$ cat config.mk
export PLATFORM = sky130hd
export DESIGN_NAME = bcd_countdown_ctrl
export DESIGN_NICKNAME = d
export VERILOG_FILES = /design/src/rtl/bcd_countdown_ctrl.sv
export SDC_FILE = /design/constraint.sdc
export NUM_CORES = 1
export LEC_CHECK = 0
export CAP_MARGIN = 30
export CELL_PAD_IN_SITES_DETAIL_PLACEMENT = 1
export CELL_PAD_IN_SITES_GLOBAL_PLACEMENT = 2
export CORE_ASPECT_RATIO = 1.75
export CORE_UTILIZATION = 26
export DETAILED_ROUTE_END_ITERATION = 16
export PLACE_DENSITY_LB_ADDON = 0.1
export SLEW_MARGIN = 20
export SYNTH_ARGS = -nofsm -noshare
export SYNTH_HDL_FRONTEND = slang
export SYNTH_SLANG_ARGS = --single-unit
$ cat constraint.sdc
create_clock -name clk -period 3.42 [get_ports clk]
set_clock_uncertainty 0.1 [all_clocks]
set_input_delay 1.026 -clock clk [delete_from_list [all_inputs] [get_ports clk]]
set_output_delay 1.026 -clock clk [all_outputs]
set_load 0.02 [all_outputs]
$ cat src/rtl/bcd_countdown_ctrl.sv
// BCD countdown timer core: loads a validated multi-digit BCD preset, counts it
// down at a prescaled tick rate with pause/clear, and pulses done or err.
module bcd_countdown_ctrl #(
  parameter int DIGITS   = 2,
  parameter int PRESCALE = 4
) (
  input  logic                  clk,
  input  logic                  rst_n,
  input  logic                  start,
  input  logic                  pause,
  input  logic                  clear,
  input  logic [4*DIGITS-1:0]   preset,
  output logic [4*DIGITS-1:0]   bcd_out,
  output logic                  busy,
  output logic                  done,
  output logic                  err,
  output logic [1:0]            state
);

  localparam int W  = 4 * DIGITS;
  localparam int PW = (PRESCALE > 1) ? $clog2(PRESCALE) : 1;
  localparam logic [PW-1:0] PS_LAST = PW'(PRESCALE - 1);

  typedef enum logic [1:0] {
    IDLE   = 2'd0,
    RUN    = 2'd1,
    PAUSED = 2'd2,
    DONE   = 2'd3
  } state_t;

  state_t          cur, nxt;
  logic [W-1:0]    count, count_nxt, count_dec;
  logic [PW-1:0]   pre, pre_nxt;
  logic            done_r, done_nxt;
  logic            err_r, err_nxt;
  logic            preset_ok;

  function automatic logic [W-1:0] bcd_dec(input logic [W-1:0] v);
    logic [W-1:0] r;
    logic         borrow;
    r      = v;
    borrow = 1'b1;
    for (int unsigned d = 0; d < DIGITS; d++) begin
      if (borrow) begin
        if (v[4*d +: 4] == 4'd0) begin
          r[4*d +: 4] = 4'd9;
        end else begin
          r[4*d +: 4] = v[4*d +: 4] - 4'd1;
          borrow      = 1'b0;
        end
      end
    end
    return r;
  endfunction

  function automatic logic bcd_valid(input logic [W-1:0] v);
    logic ok;
    ok = 1'b1;
    for (int unsigned d = 0; d < DIGITS; d++) begin
      if (v[4*d +: 4] > 4'd9) ok = 1'b0;
    end
    return ok;
  endfunction

  assign count_dec = bcd_dec(count);
  assign preset_ok = bcd_valid(preset);

  always_comb begin
    nxt       = cur;
    count_nxt = count;
    pre_nxt   = pre;
    done_nxt  = 1'b0;
    err_nxt   = 1'b0;
    if (clear) begin
      nxt       = IDLE;
      count_nxt = '0;
      pre_nxt   = '0;
    end else begin
      case (cur)
        IDLE, DONE: begin
          if (start) begin
            if (!preset_ok) begin
              err_nxt = 1'b1;
            end else if (preset == '0) begin
              count_nxt = '0;
              nxt       = DONE;
              done_nxt  = 1'b1;
            end else begin
              count_nxt = preset;
              pre_nxt   = '0;
              nxt       = RUN;
            end
          end
        end
        // The resume edge out of PAUSED also counts, so each paused cycle costs exactly one cycle.
        RUN, PAUSED: begin
          if (pause) begin
            nxt = PAUSED;
          end else begin
            nxt = RUN;
            if (pre == PS_LAST) begin
              pre_nxt   = '0;
              count_nxt = count_dec;
              if (count_dec == '0) begin
                nxt      = DONE;
                done_nxt = 1'b1;
              end
            end else begin
              pre_nxt = pre + 1'b1;
            end
          end
        end
        default: nxt = IDLE;
      endcase
    end
  end

  always_ff @(posedge clk or negedge rst_n) begin
    if (!rst_n) begin
      cur    <= IDLE;
      count  <= '0;
      pre    <= '0;
      done_r <= 1'b0;
      err_r  <= 1'b0;
    end else begin
      cur    <= nxt;
      count  <= count_nxt;
      pre    <= pre_nxt;
      done_r <= done_nxt;
      err_r  <= err_nxt;
    end
  end

  assign bcd_out = count;
  assign busy    = (cur == RUN) || (cur == PAUSED);
  assign done    = done_r;
  assign err     = err_r;
  assign state   = cur;

endmodule

==> flow_metrics.tcl <==
set metrics [dict create \
    cts_tree "built" \
    leakage_nw 0.458 \
    final_layout_size_suffix_gt1_frac 0.0769 \
    hold_slack_ns 0.454 \
    antenna_left 0 \
    drv_slew 0 \
    drv_cap 0 \
    cts_root_buffer "clkbuf_8" \
    grt_pass1_wl_mm 4.70 \
    wl_per_cell_um 16.4 \
    antenna_found_initial 0 \
    viasPerCell 5.23 \
    drt-total-wl_mm 2.83 \
    crit_end "busy" \
    dr.pass1.iters 4 \
    hp-class "reg -> reg" \
    cts.clk_slew.worst_paths_ns 0.06 \
    grt_pass1_vias 967 \
    worstPathMaxFanout 9 \
    met2_usage 0.316 \
    drtIter0Drc 27 \
    antenna_cells 0 \
    startpoint "state[1]" \
    synth_area_um2 853 \
    placed_cell_area_um2 1150 \
    grt_max_degree 15 \
    cts_buffer_depth 2 \
    worst_r2r_endpoint "bcd_out[6]" \
    relSlewSlack 0.528 \
    nNetsFinal 145 \
    grt_usage 0.182 \
    synth_area_leaders "dfrtp_1 41%, a21oi_1 5.9%, nor2_1 5.7%" \
    arrival_ns 1.80 \
    grtUsageMet3 0.0256 \
    powerDensity_nw_per_um2 398 \
    r2r-start "bcd_out[0]" \
    clk_latency_ns 0.25 \
    place_ws_ns 0.464 \
    syn_area_per_cell_um2 8.37 \
    ys_seq_area_frac 0.411 \
    critPathKind "reg -> out" \
    drc 0 \
    critPathRequiredTime_ns 2.29 \
    finalSetupViolCount 0 \
    yosysWarnings 0 \
    start_kind "register" \
    setup_ws_ns 0.495 \
    worstMarginPinSlew_ns 0.706 \
    r2r_cells 5 \
    die-area_um2 3520 \
    fillCellCount 383 \
    yosysUniqueCellTypes 35 \
    num_io_pins 26 \
    cts_inserted_buffers 3 \
    start_util 0.272 \
    post_cts_buffers 0 \
    met1_usage 0.211 \
    gp_congestion 0.795 \
    synth_cells 102 \
    cts_num_sinks 14 \
    outcome "complete, no violations" \
    die_h_um 77.8 \
    post-route-min-period_ns 2.93 \
    irDropWorstVdd_uv 178 \
    areaGrowthSynthToFinish_pct 41.6 \
    via_count 904 \
    synth_largest_area_cell "dfrtp_1" \
    overflow 0 \
    rows 27 \
    tns_ns 0 \
    fmax_mhz 342 \
    dp.cells 169 \
    worstSetupEndpointType "primary output" \
    holdBufCountCts 0 \
    grt-busiest-layer "met2" \
    hold_viol_final 0 \
    rrSetupSlack_ns 0.94 \
    portBuffers 25 \
    instances_no_fill 173 \
    design_area_um2 1210 \
    dieWidth_um 45.3 \
    htree_levels 1 \
    syn-num-nets 116 \
    synth_top_area_frac 0.411 \
    cts_resized 0 \
    rsz0062_at_grt "false" \
    core_area_um2 3140 \
    fin_crit_sh 0.855 \
    ys_ff_latch 14 \
    hpwl_mm 2.15 \
]
## metal layers
| layer | wire [µm] | share of wire | vias to the layer above |
|---|---|---|---|
| met5 | 0 | 0 | - |
| met2 | 1510 | 0.53 | 21 |
| met4 | 60 | 0.021 | 0 |
| li1 | - | - | 438 |
| met3 | 77 | 0.027 | 4 |
| met1 | 1190 | 0.42 | 441 |
## kinds of logic after synthesis
group / Yosys count / synth area share
AND/OR/NAND/NOR: 47 / 0.279
buffers and inverters: 7 / 0.0396
flip-flops: 14 / 0.411
XOR/XNOR: 2 / 0.0205
adder cells (fa/ha/maj): 1 / 0.0147
AO/OA/AOI/OAI: 31 / 0.236
## stage by stage
step | util | power, mW
global placement | 0.367 | 0.319
finish | 0.385 | 0.481
global route | 0.385 | 0.508
CTS | 0.385 | 0.490
detailed placement | 0.367 | 0.320
floorplan | - | 0.260
## critical path, cell delays in order (launching register included)
cell             delay (ns)
dfrtp_1                0.44
xnor2_1                0.15
buf_4                  0.17
inv_2                  0.15
clkdlybuf4s50_1        0.63
## flip-flops by register name (all words and copies together) (netlist names)
name	count
bcd_out	8
state	2
err	1
done	1
pre	2
## power breakdown
part           switching (mW)  internal, mW
logic                  0.0708        0.0583
clock network          0.0628         0.102
registers              0.0122         0.174
total                   0.146         0.335
## worst min-delay path by stage
stage	start	endpoint	slack, ns	depth (start not counted)
2_1_floorplan	pre[0]	pre[0]	0.43	3
3_3_place_gp	pre[0]	pre[0]	0.46	3
3_5_place_dp	pre[1]	pre[1]	0.45	2
4_1_cts	pre[1]	pre[1]	0.46	2
5_1_grt	pre[1]	pre[1]	0.50	2
6_report	pre[1]	pre[1]	0.45	2
## layout make-up
class                      instances  area (µm²)  area share
sequential                        14         350       0.290
clock buffer                       4        55.1      0.0455
tap                               43        53.8      0.0445
timing repair buffer              27         265       0.219
multi-input combinational         81         469       0.388
inverter                           4        15.0      0.0124
## synthesized netlist by cell type
master and n:
nor2_1 13, or3_1 1, a311oi_1 1, inv_1 3, a311o_1 2, o211ai_1 1, o311ai_0 1, nand3_1 4
dfrtp_1 14, nand4_1 1, or2_2 1, nand3b_1 2, buf_6 1, or4_4 1, nand2b_1 1, nor3_1 4
and3_1 1, a221oi_1 1, a32oi_1 1, a22oi_1 1, a21oi_1 10, o21ai_0 6, nand2_1 12, or4_1 1
xnor2_1 2, and2_1 1, nor4_1 2, inv_2 1, or3_4 1, ha_1 1, or3b_1 1, a211oi_1 2
a31oi_1 3, clkbuf_1 2, o221ai_1 2
## cell usage in the layout (no fill, tap or decap), types with 2 or more instances in the layout
| master | count |
|---|---|
| a211oi_1 | 2 |
| a21oi_1 | 10 |
| a311o_1 | 2 |
| a31oi_1 | 3 |
| buf_4 | 2 |
| clkbuf_8 | 4 |
| clkdlybuf4s50_1 | 25 |
| dfrtp_1 | 14 |
| inv_1 | 3 |
| nand2_1 | 12 |
| nand3_1 | 4 |
| nand3b_1 | 2 |
| nor2_1 | 13 |
| nor3_1 | 4 |
| nor4_1 | 2 |
| o21ai_0 | 6 |
| o221ai_1 | 2 |
| xnor2_1 | 2 |
(Power assumes the default switching activity.)
